## src/rtl/vmem_pkg.sv

```systemverilog
// Shared types and default sizes for the MEM-stage vector memory sequencer.
// Imported by the sequencer RTL and its testbench.
package vmem_pkg;

    localparam int VMEM_LANES = 16;
    localparam int VMEM_DW    = 16;
    localparam int VMEM_AW    = 19;

    typedef enum logic [1:0] {
        IDLE,
        ACCESS,
        DONE
    } state_t;

    typedef logic [VMEM_LANES-1:0][VMEM_DW-1:0] lane_vec_t;

endpackage

```

## src/rtl/vector_mem_sequencer.sv

```systemverilog
// Drives scalar and vector MEM-stage accesses over one DW-wide memory port,
// stalling the pipeline until the last beat is acknowledged.
module vector_mem_sequencer
    import vmem_pkg::*;
#(
    parameter int LANES = VMEM_LANES,
    parameter int DW    = VMEM_DW,
    parameter int AW    = VMEM_AW
) (
    input  logic                     clk,
    input  logic                     rst,
    input  logic                     req_valid,
    input  logic                     req_write,
    input  logic                     req_vector,
    input  logic [AW-1:0]            req_addr,
    input  logic [AW-1:0]            wdata_s,
    input  logic [LANES-1:0][DW-1:0] wdata_v,
    output logic                     mem_req,
    output logic                     mem_we,
    output logic [AW-1:0]            mem_addr,
    output logic [DW-1:0]            mem_wdata,
    input  logic                     mem_ack,
    input  logic [DW-1:0]            mem_rdata,
    output logic                     stall,
    output logic                     done,
    output logic [AW-1:0]            rdata_s,
    output logic [LANES-1:0][DW-1:0] rdata_v
);

    localparam int LW = (LANES > 1) ? $clog2(LANES) : 1;

    state_t                     state, next_state;
    logic   [LW-1:0]            lane;
    logic   [LW-1:0]            last;
    logic                       op_write;
    logic                       op_vector;
    logic   [AW-1:0]            base;
    logic   [DW-1:0]            sdata_q;
    logic   [LANES-1:0][DW-1:0] vdata_q;

    logic accept;
    logic beat_done;

    assign accept    = (state == IDLE) && req_valid;
    assign beat_done = (state == ACCESS) && mem_ack;

    // NOTE: every output and next_state gets a default before the case, so no
    // path through this block can leave a value unassigned and infer a latch.
    always_comb begin
        next_state = state;
        mem_req    = 1'b0;
        mem_we     = 1'b0;
        mem_addr   = '0;
        mem_wdata  = '0;
        stall      = 1'b0;
        done       = 1'b0;
        unique case (state)
            IDLE: begin
                stall = req_valid & rst;
                if (req_valid) begin
                    next_state = ACCESS;
                end
            end
            ACCESS: begin
                mem_req   = 1'b1;
                mem_we    = op_write;
                mem_addr  = base + AW'(lane);
                mem_wdata = op_vector ? vdata_q[lane] : sdata_q;
                stall     = 1'b1;
                if (mem_ack && (lane == last)) begin
                    next_state = DONE;
                end
            end
            DONE: begin
                done       = 1'b1;
                next_state = IDLE;
            end
            default: begin
                next_state = IDLE;
            end
        endcase
    end

    // NOTE: state is updated with non-blocking assignments so every flop
    // samples the pre-edge value of every other flop, as real hardware does.
    always_ff @(posedge clk or negedge rst) begin
        if (!rst) begin
            state <= IDLE;
        end else begin
            state <= next_state;
        end
    end

    // Beat sequencing: the lane counter holds while the memory withholds ack.
    always_ff @(posedge clk or negedge rst) begin
        if (!rst) begin
            lane      <= '0;
            last      <= '0;
            op_write  <= 1'b0;
            op_vector <= 1'b0;
            base      <= '0;
        end else if (accept) begin
            lane      <= '0;
            last      <= req_vector ? LW'(LANES - 1) : '0;
            op_write  <= req_write;
            op_vector <= req_vector;
            base      <= req_addr;
        end else if (beat_done && (lane != last)) begin
            lane <= lane + 1'b1;
        end
    end

    // NOTE: the store-data capture registers are deliberately not reset; they
    // are only read during ACCESS, which is always preceded by a capture.
    always_ff @(posedge clk) begin
        if (accept) begin
            sdata_q <= wdata_s[DW-1:0];
            vdata_q <= wdata_v;
        end
    end

    // Load results persist until the next load is accepted; stores leave them alone.
    always_ff @(posedge clk or negedge rst) begin
        if (!rst) begin
            rdata_s <= '0;
            rdata_v <= '0;
        end else if (accept && !req_write) begin
            rdata_s <= '0;
            rdata_v <= '0;
        end else if (beat_done && !op_write) begin
            if (op_vector) begin
                rdata_v[lane] <= mem_rdata;
            end else begin
                rdata_s <= AW'(mem_rdata);
            end
        end
    end

endmodule

```

## config.mk

```make
export PLATFORM = sky130hd
export DESIGN_NAME = vector_mem_sequencer
export DESIGN_NICKNAME = d
export VERILOG_FILES = /design/src/rtl/vmem_pkg.sv /design/src/rtl/vector_mem_sequencer.sv
export SDC_FILE = /design/constraint.sdc
export NUM_CORES = 1
export LEC_CHECK = 0
export ABC_AREA = 1
export CAP_MARGIN = 20
export CORE_AREA = 3 3 242 244
export CTS_CLUSTER_SIZE = 12
export DETAILED_ROUTE_END_ITERATION = 12
export DIE_AREA = 0 0 245 247
export PLACE_DENSITY = 0.71
export SLEW_MARGIN = 10
export SYNTH_ARGS = -nofsm -noshare
export SYNTH_HDL_FRONTEND = slang
export SYNTH_SLANG_ARGS = --single-unit
```

## constraint.sdc

```tcl
create_clock -name clk -period 20.4 [get_ports clk]
set_input_delay 2.04 -clock clk [delete_from_list [all_inputs] [get_ports clk]]
set_output_delay 2.04 -clock clk [all_outputs]
set_load 0.02 [all_outputs]
```

==> impl_metrics.ini <==
[outcome]
status = completed

[setup_path]
cp-end-kind = output port
critPathSlowestCell = clkdlybuf4s50_1
crit_family = buffers and inverters
crit_chain = clkdlybuf4s50_1, nand3_1, inv_8, nand2_1, nand2_1, clkdlybuf4s50_1
cp_max_fo = 117
timing.rr.start = lane[0]$_DFFE_PN0P_
cpPeakStageDelay_ns = 0.61
critPathKind = primary input to output port
critPathLaunch = req_valid
cp.required_ns = 18.36
start_kind = primary input
worstPathArrival_ns = 4.40
cp_num_buf_inv = 3

[drt]
drtIter0Drc = 1604
via_per_inst = 5.26
antenna_left = 0
dr_total_vias = 19400
drc = 0
drt-pass1-iter-count = 5
totalWireLength_mm = 78.5
wire_per_inst_um = 21.3

[clock_tree]
tritoncts = built
cts_buffer_depth = 3
h-tree-depth = 2
clk_pin_slew_ns = 0.06
cts_setup_buffers = 0
cts_root_buffer = clkbuf_16
cts_hold_buf = 0
cts_made_buffers = 61
ctsResizeCount = 0
clock-sinks = 571
clkLatencyLatePin_ns = 0.61

[finish]
layout-drive-gt1-share = 0.0440
syn_to_final_growth_pct = 36.5
finalNetCount = 3192
final_cell_mix = 622 x clkdlybuf4s50_1, 446 x nand2_1, 431 x nand3_1
final_common_cell = clkdlybuf4s50_1

[timing]
setup_viol = 0
tns_ns = 0
rsz0062_at_grt = false
worst_pin_slew_ns = 1.20
holdWs_ns = 0.494
hold_viol_final = 0
fmax_mhz = 155
slew_headroom = 0.198
period_minus_slack_ns = 6.44
setup_ws_ns = 13.96
fin_skew_ns = 0.0185
finalMaxSlewViolations = 0
finalCritPeriodShare = 0.316

[die]
num_io_pins = 630
start_util = 0.418
fp.dieH_um = 247
die_w_um = 245
rows = 87
core-area_sq_mm = 0.0565
dieArea_sq_mm = 0.0605

[logic_synthesis]
syn_inst = 2323
yosys_warnings = 0
ys_ff_latch = 571
netlist_area_sq_mm = 0.0236
yosysSeqAreaShare = 0.663
ys_types = 34
syn_area_per_cell_sq_um = 10.2

[global_routing]
grt_max_degree = 187
grt_pass1_wl_mm = 114
overflow = 0
antenna_found_initial = 19
grt_util_all_layers = 0.250
grt_pass1_vias = 18700

[place]
port_buffers = 623
place_congestion = 0.902
pre_cts_slack_ns = 13.85
hpwl_mm = 54.6

[job]
maxCapViolCount = 0

[power]
leakagePower_nw = 13.4
p_per_area_mw_per_mm2 = 117
fin_total_pwr_mw = 3.77
peakVddDrop_mv = 0.0943

[min_path]
worst_hold_path_type = flip-flop to flip-flop
holdCritStartpoint = base[3]$_DFFE_PN0N_
## power by group
group / internal [mW] / switching, mW / total [mW]
logic: 0.411 / 0.779 / 1.19
registers: 1.42 / 0.109 / 1.53
clock network: 0.612 / 0.444 / 1.06
total: 2.44 / 1.33 / 3.77
## worst paths after layout
kind	end	slack, ns	cells past startpoint
setup / recovery	stall	13.96	6
hold / removal	base[3]$_DFFE_PN0N_	0.49	2
setup reg to reg	rdata_v[110]$_DFFE_PN0P_	16.49	6
hold reg to reg	base[3]$_DFFE_PN0N_	0.49	2
max in group asynchronous	rdata_v[61]$_DFFE_PN0P_	16.96	3
min in group asynchronous	rdata_s[15]$_DFFE_PN0P_	1.35	1
## Yosys cell counts, drive strengths merged
| master | n | area, sq um |
|---|---|---|
| nand2 | 449 | 1690 |
| nand3 | 441 | 2300 |
| o21ai | 337 | 1690 |
| dfrtp | 299 | 7480 |
| edfxtp | 272 | 8170 |
| inv | 200 | 751 |
| nor2 | 128 | 493 |
| buf | 87 | 484 |
| clkbuf | 77 | 293 |
| ha | 8 | 100 |
| a21oi | 7 | 35.0 |
| nand4 | 4 | 25.0 |
| nor3 | 3 | 15.0 |
| clkinv | 2 | 7.51 |
| xnor2 | 2 | 17.5 |
| xor2 | 2 | 17.5 |
| a21boi | 1 | 7.51 |
| and2 | 1 | 6.26 |
| conb | 1 | 3.75 |
| fa | 1 | 20.0 |
| or2 | 1 | 6.26 |
## cell type report
type	count	area (sq um)
clock inverter	21	200
timing repair buffer	643	6470
inverter	202	776
antenna	17	42.5
clock buffer	87	1700
tap	756	946
multi-input combinational	1388	6450
fill	4705	24300
sequential	571	15700
## tightest hold or removal path, stage by stage, from the launching register on
cell	delay, ns
dfrtp_1	0.35
nand2_1	0.06
nand2_1	0.06
## flip-flops by register name, summed over array words and instances, names as in the netlist
name / cells
op_write: 1
last: 1
rdata_v: 256
base: 19
rdata_s: 16
lane: 4
state: 2
vdata_q: 256
sdata_q: 16
## through the flow
step | instance area, sq um | utilization | instances
final | 32200 | 0.571 | 3685
after global routing | 32200 | 0.570 | 3677
after CTS | 32100 | 0.569 | 3663
after detailed placement | 30200 | 0.535 | 3555
after global placement | 30200 | 0.534 | 3554
after floorplan | 23600 | - | 2325
## cell families (layout without fill, tap and decap cells)
kind of cell,after synthesis,count (layout),share of synthesized area
buf+inv,366,953,0.0650
compound gates,345,345,0.0734
xor+xnor,4,4,0.00148
other cells,1,20,0.000159
flops,571,571,0.663
fa+ha+maj,9,9,0.00509
simple gates,1027,1027,0.192
## layer usage
| layer | routed length [um] | track usage | vias up |
|---|---|---|---|
| met4 | 3570 | 0.121 | 8 |
| met5 | 37 | 0 | - |
| met2 | 38300 | 0.421 | 955 |
| met1 | 29200 | 0.299 | 9339 |
| li1 | - | - | 8896 |
| met3 | 7480 | 0.0673 | 177 |
(Power assumes the default switching activity.)
